==> src/rtl/pong_game_ctrl.sv <==
`default_nettype none
// ============================================================================
// pong_game_ctrl : sequences the ball through idle/serve/play/miss/over,
//                  gates the frame tick and keeps BCD score and lives.
// Revision: 1.0
// ============================================================================
module pong_game_ctrl #(
   parameter int LIVES        = 3,
   parameter int SERVE_FRAMES = 60,
   parameter int MISS_FRAMES  = 30,
   parameter int MAX_Y        = 480,
   parameter int BALL_SIZE    = 8
) (
   input  logic       clk,
   input  logic       rstn,
   input  logic       refr_tick_i,
   input  logic       start_btn_i,
   input  logic       pause_btn_i,
   input  logic [9:0] ball_y_i,
   input  logic       paddle_hit_i,
   output logic       ball_tick_o,
   output logic       ball_hold_o,
   output logic [7:0] score_o,
   output logic [1:0] lives_o,
   output logic [2:0] state_o,
   output logic       game_over_o
);

   localparam logic [2:0] c_idle  = 3'd0;
   localparam logic [2:0] c_serve = 3'd1;
   localparam logic [2:0] c_play  = 3'd2;
   localparam logic [2:0] c_miss  = 3'd3;
   localparam logic [2:0] c_over  = 3'd4;

   localparam logic [9:0] c_miss_y     = 10'(MAX_Y - BALL_SIZE);
   localparam logic [6:0] c_serve_last = 7'(SERVE_FRAMES - 1);
   localparam logic [6:0] c_miss_last  = 7'(MISS_FRAMES - 1);
   localparam logic [1:0] c_lives      = 2'(LIVES);

   logic [2:0] state_q, state_d;
   logic       start_q, pause_q;
   logic       paused_q, paused_d;
   logic [6:0] frame_cnt_q, frame_cnt_d;
   logic [7:0] score_q, score_d;
   logic [1:0] lives_q, lives_d;
   logic       ball_hold_q, ball_hold_d;
   logic       game_over_q, game_over_d;

   logic w_start_edge, w_pause_edge, w_run, w_hit, w_miss;

   assign w_start_edge = start_btn_i & ~start_q;
   assign w_pause_edge = pause_btn_i & ~pause_q;
   assign w_run        = (state_q == c_play) & ~paused_q;
   assign w_hit        = w_run & paddle_hit_i;
   // A hit in the same cycle as a miss condition wins; the miss is retried next frame.
   assign w_miss       = w_run & ~paddle_hit_i & refr_tick_i & (ball_y_i >= c_miss_y);

   always_ff @(posedge clk or negedge rstn) begin
      if (!rstn) begin
         state_q <= c_idle;
      end else begin
         state_q <= state_d;
      end
   end

   always_comb begin
      state_d = state_q;
      case (state_q)
         c_idle:  if (w_start_edge) state_d = c_serve;
         c_serve: if (refr_tick_i && frame_cnt_q == c_serve_last) state_d = c_play;
         c_play:  if (w_miss) state_d = c_miss;
         c_miss:  if (refr_tick_i && frame_cnt_q == c_miss_last)
                     state_d = (lives_q == 2'd0) ? c_over : c_serve;
         c_over:  if (w_start_edge) state_d = c_serve;
         default: state_d = c_idle;
      endcase
   end

   // Hold and game-over are derived from the next state so they change with state_o.
   always_comb begin
      ball_tick_o = refr_tick_i & (state_q == c_play) & ~paused_q;
      ball_hold_d = (state_d != c_play) && (state_d != c_miss);
      game_over_d = (state_d == c_over);
   end

   always_comb begin
      frame_cnt_d = frame_cnt_q;
      if (state_d != state_q)
         frame_cnt_d = '0;
      else if (refr_tick_i && (state_q == c_serve || state_q == c_miss))
         frame_cnt_d = frame_cnt_q + 7'd1;

      paused_d = paused_q;
      if (state_d != c_play)
         paused_d = 1'b0;
      else if (state_q == c_play && w_pause_edge)
         paused_d = ~paused_q;

      score_d = score_q;
      lives_d = lives_q;
      if (state_q == c_idle || (state_q == c_over && w_start_edge)) begin
         score_d = 8'h00;
         lives_d = c_lives;
      end else begin
         if (w_hit && score_q != 8'h99) begin
            if (score_q[3:0] == 4'd9)
               score_d = {score_q[7:4] + 4'd1, 4'd0};
            else
               score_d = {score_q[7:4], score_q[3:0] + 4'd1};
         end
         if (w_miss && lives_q != 2'd0)
            lives_d = lives_q - 2'd1;
      end
   end

   // Button history resets high so a button held through reset does not fire.
   always_ff @(posedge clk or negedge rstn) begin
      if (!rstn) begin
         start_q     <= 1'b1;
         pause_q     <= 1'b1;
         paused_q    <= 1'b0;
         frame_cnt_q <= '0;
         score_q     <= 8'h00;
         lives_q     <= c_lives;
         ball_hold_q <= 1'b1;
         game_over_q <= 1'b0;
      end else begin
         start_q     <= start_btn_i;
         pause_q     <= pause_btn_i;
         paused_q    <= paused_d;
         frame_cnt_q <= frame_cnt_d;
         score_q     <= score_d;
         lives_q     <= lives_d;
         ball_hold_q <= ball_hold_d;
         game_over_q <= game_over_d;
      end
   end

   assign ball_hold_o = ball_hold_q;
   assign score_o     = score_q;
   assign lives_o     = lives_q;
   assign state_o     = state_q;
   assign game_over_o = game_over_q;

endmodule
`default_nettype wire

==> config.mk <==
export PLATFORM = sky130hd
export DESIGN_NAME = pong_game_ctrl
export DESIGN_NICKNAME = d
export VERILOG_FILES = /design/src/rtl/pong_game_ctrl.sv
export SDC_FILE = /design/constraint.sdc
export NUM_CORES = 1
export LEC_CHECK = 0
export BUFFER_PORTS_ARGS = -buffer_cell sky130_fd_sc_hd__buf_4
export CAP_MARGIN = 20
export CORE_MARGIN = 1
export CORE_UTILIZATION = 48
export CTS_CLUSTER_DIAMETER = 40
export CTS_CLUSTER_SIZE = 25
export DETAILED_ROUTE_END_ITERATION = 16
export PLACE_DENSITY = 0.75
export SYNTH_ARGS = -nofsm -noshare
export SYNTH_HDL_FRONTEND = slang
export SYNTH_SLANG_ARGS = --single-unit
==> constraint.sdc <==
create_clock -name clk -period 2 [get_ports clk]
set_clock_uncertainty 0.2 [all_clocks]
set_input_delay 0.2 -clock clk [delete_from_list [all_inputs] [get_ports clk]]
set_output_delay 0.2 -clock clk [all_outputs]
set_load 0.02 [all_outputs]
==> key figures <==
Finish
  • Layout cells sized above 1: 30.6%
  • Area added between synthesis and finish: 26.0%
  • Final Non-Filler Cells: 214
  • N_diodes: 0
  • Layout fillers: 227
  • Storage element area: between 600 and 700 um^2
  • Layout Nets: 207
  • Multi-input logic area: 741 um^2
  • Final instance area: ~1800 um^2

Floorplanning
  • Die Ht: between 50 and 60 um
  • Initial Util: 51.0%
  • Row count: 19
  • Die width: 56.3 um
  • Die Area: ~3200 um^2
  • IO Count: 32
  • Core footprint: 2780 um^2

Clock tree
  • Clock Path Buffers: 2
  • Clk_lat worst skew: 0.32 ns
  • CTS tree: yes
  • Clock transition at the registers of the reported paths: roughly 0.13 ns
  • Clk sink count: 25
  • CTS Buf Count: 3
  • Clock H-tree levels: 1
  • Root Driver: clkbuf_4

Run status
  • Status: completed

Synth
  • Post-synthesis sequential area ratio: 44.6%
  • Cell taking the most area after synthesis: dfrtp_1
  • Post-synth cell types: 42
  • Count leader, synth: dfrtp_1
  • Post-synthesis async set-or-reset flop share: 100%
  • Syn avg cell area: ~10 um^2
  • Post-synth top cells: 20 x dfrtp_1, 13 x inv_1, 13 x nand3_1
  • Area contributors post-synth: dfrtp_1 35%, dfstp_2 9.3%, ha_1 6.2%
  • Cells after synthesis: 142
  • YS warnings: 0
  • Synthesized cell area: 1420 um^2
  • Share of the synthesized area in the top cell type: 35.3%
  • Number of synthesized flops with an enable pin: 0
  • Most common flop cell mapped by yosys: dfrtp_1
  • Yosys reg bits: 25
  • Syn_nets: 165

GRT
  • Number of global-route vias before repair: 1226
  • First-pass GRT wire length: 5240 um
  • Met2 Use GR: between 30% and 40%
  • Total Routing Usage GR: 20.7%
  • Global Route met1 Usage: between 20% and 30%
  • GR peak layer: met2
  • Largest net degree at the start of global routing: 26
  • GRT overflow: 0
  • GR Layer Usage met3: 3.23%
  • Initial antenna violation count: 0

Routing
  • Initial DRT Pass Iterations: 4
  • Final wirelength: 2990 um
  • Detailed-route DRC error count: 0
  • DR vias: 1178
  • Post-DRT Antenna Nets: 0
  • Routed wire per std cell: 14.0 um
  • First DRT Iteration DRCs: 30
  • Vias per cell: 5.50

Critical path
  • Max Fanout on Critical Path: 3
  • R2r endpoint: state_o[0]
  • R2r worst-path depth: 6
  • Data required time of the worst path: around 2.0 ns
  • Type of origin of the critical path: flip-flop
  • Reg2reg start: frame_cnt_q[1]
  • R2R setup slack: 0.01 ns
  • Critical path type: flip-flop to flip-flop
  • Endpoint type of the worst setup path: flip-flop
  • Worst EP arrival: 2.00 ns

Placed design
  • DP Wirelength: 2260 um
  • Placed Area: 1710 um^2
  • Placed Instances: 207
  • Port bufs: 28
  • Routability cong.: 0.805

Timing
  • RSZ-0062 raised after global routing: yes
  • Setup TNS: 0 ns
  • Final period utilization: between 90% and 100%
  • Max Fclk: 504 MHz
  • Count of final setup violators: 0
  • Slew HR: 76.5%
  • Worst Tran Pin Value: roughly 0.35 ns
  • Final Max Tran Viols: 0
  • Fin. Hold Viols: 0
  • Final critical-path required period: 1.99 ns

Power
  • Max rail drop VDD: 544 uV
  • P_leak: 0.844 nW
  • Power density cells: between 500 and 600 nW/um^2
  • Total power: ~1.1 mW

Hold path
  • Hold Path Class: primary input to flip-flop
  • Cells on Worst Hold Path: 4
  • WHS Endpoint: score_o[6]
  • Hold path start: paddle_hit_i

Run
  • Max Cap Viol: 0
-- power by group --
part / leakage, nW / internal (mW) / switching (mW)
Combinational: 0.504 / 0.126 / 0.127
Clock: 0.0150 / 0.0781 / 0.146
Sequential: 0.324 / 0.541 / 0.0340
Total: 0.844 / 0.745 / 0.307
-- flip-flops by register name, summed over array words and instances, names as in the netlist --
| register | count |
|---|---|
| ball_hold_o | 1 |
| frame_cnt_q | 7 |
| game_over_o | 1 |
| lives_o | 2 |
| pause_q | 1 |
| paused_q | 1 |
| score_o | 8 |
| start_q | 1 |
| state_o | 3 |
-- what timing repair did --
action / CTS / global route
hold buffers: 3 / 0
setup endpoints to repair: 0 / 9
hold endpoints to repair: 27 / 0
resized for setup: 0 / 5
setup buffers: 0 / 0
-- critical path, cell delays in order (launching register included) --
cell and delay [ns]:
dfrtp_1 0.40, inv_1 0.06, ha_1 0.15, nand4bb_1 0.14, or3_4 0.35, a32o_2 0.29
or2_2 0.29
-- placed cells by master (no fill, tap or decap), drive strengths merged, types with 5 or more instances in the layout --
cell type,instances
and2,8
nand3,13
ha,7
nand2,9
dfrtp,20
buf,36
o21ai,9
inv,13
xor2,5
nor2,7
dfstp,5
-- logic make-up after synthesis --
| group | after synthesis | synth area share (%) |
|---|---|---|
| and+or+nand+nor | 61 | 25.9 |
| DFF | 25 | 44.6 |
| AOI/OAI and AO/OA | 24 | 12.4 |
| buffers and inverters | 15 | 4.59 |
| xor gates and xnor gates | 8 | 4.94 |
| adders and majority gates | 7 | 6.18 |
| muxes | 2 | 1.41 |
-- stage by stage --
step | hold WS [ns] | utilization, % | setup WS, ns
floorplan | -0.296 | - | 0.0623
global placement | -0.0837 | 61.5 | 0.0908
finish | 0.0619 | 64.2 | 0.0145
global route | 0.0620 | 64.2 | -0.0612
detailed placement | -0.0800 | 61.5 | 0.0465
CTS | 0.0524 | 63.5 | 0.0238
-- worst max-delay path by stage --
| stage | start | end | slack [ns] |
|---|---|---|---|
| floorplan | state_o[2] | score_o[6] | 0.06 |
| global placement | frame_cnt_q[1] | state_o[0] | 0.09 |
| detailed placement | frame_cnt_q[1] | state_o[0] | 0.05 |
| CTS | frame_cnt_q[1] | state_o[0] | 0.02 |
| global route | frame_cnt_q[1] | state_o[0] | -0.06 |
| finish | frame_cnt_q[1] | state_o[0] | 0.01 |
-- cell type report --
type / instances / share of cell area, %
multi-input cells: 102 / 41.5
flip-flops and latches: 25 / 35.4
repair buffers: 39 / 16.8
inverters: 13 / 2.73
well taps: 31 / 2.17
clock buffers: 4 / 1.47
-- routing by layer --
layer	vias up	routed length, um
met5	-	0
met4	0	35
met3	5	101
met2	26	1570
met1	569	1290
li1	578	-
Note: power is estimated with default switching activity, not from simulation.
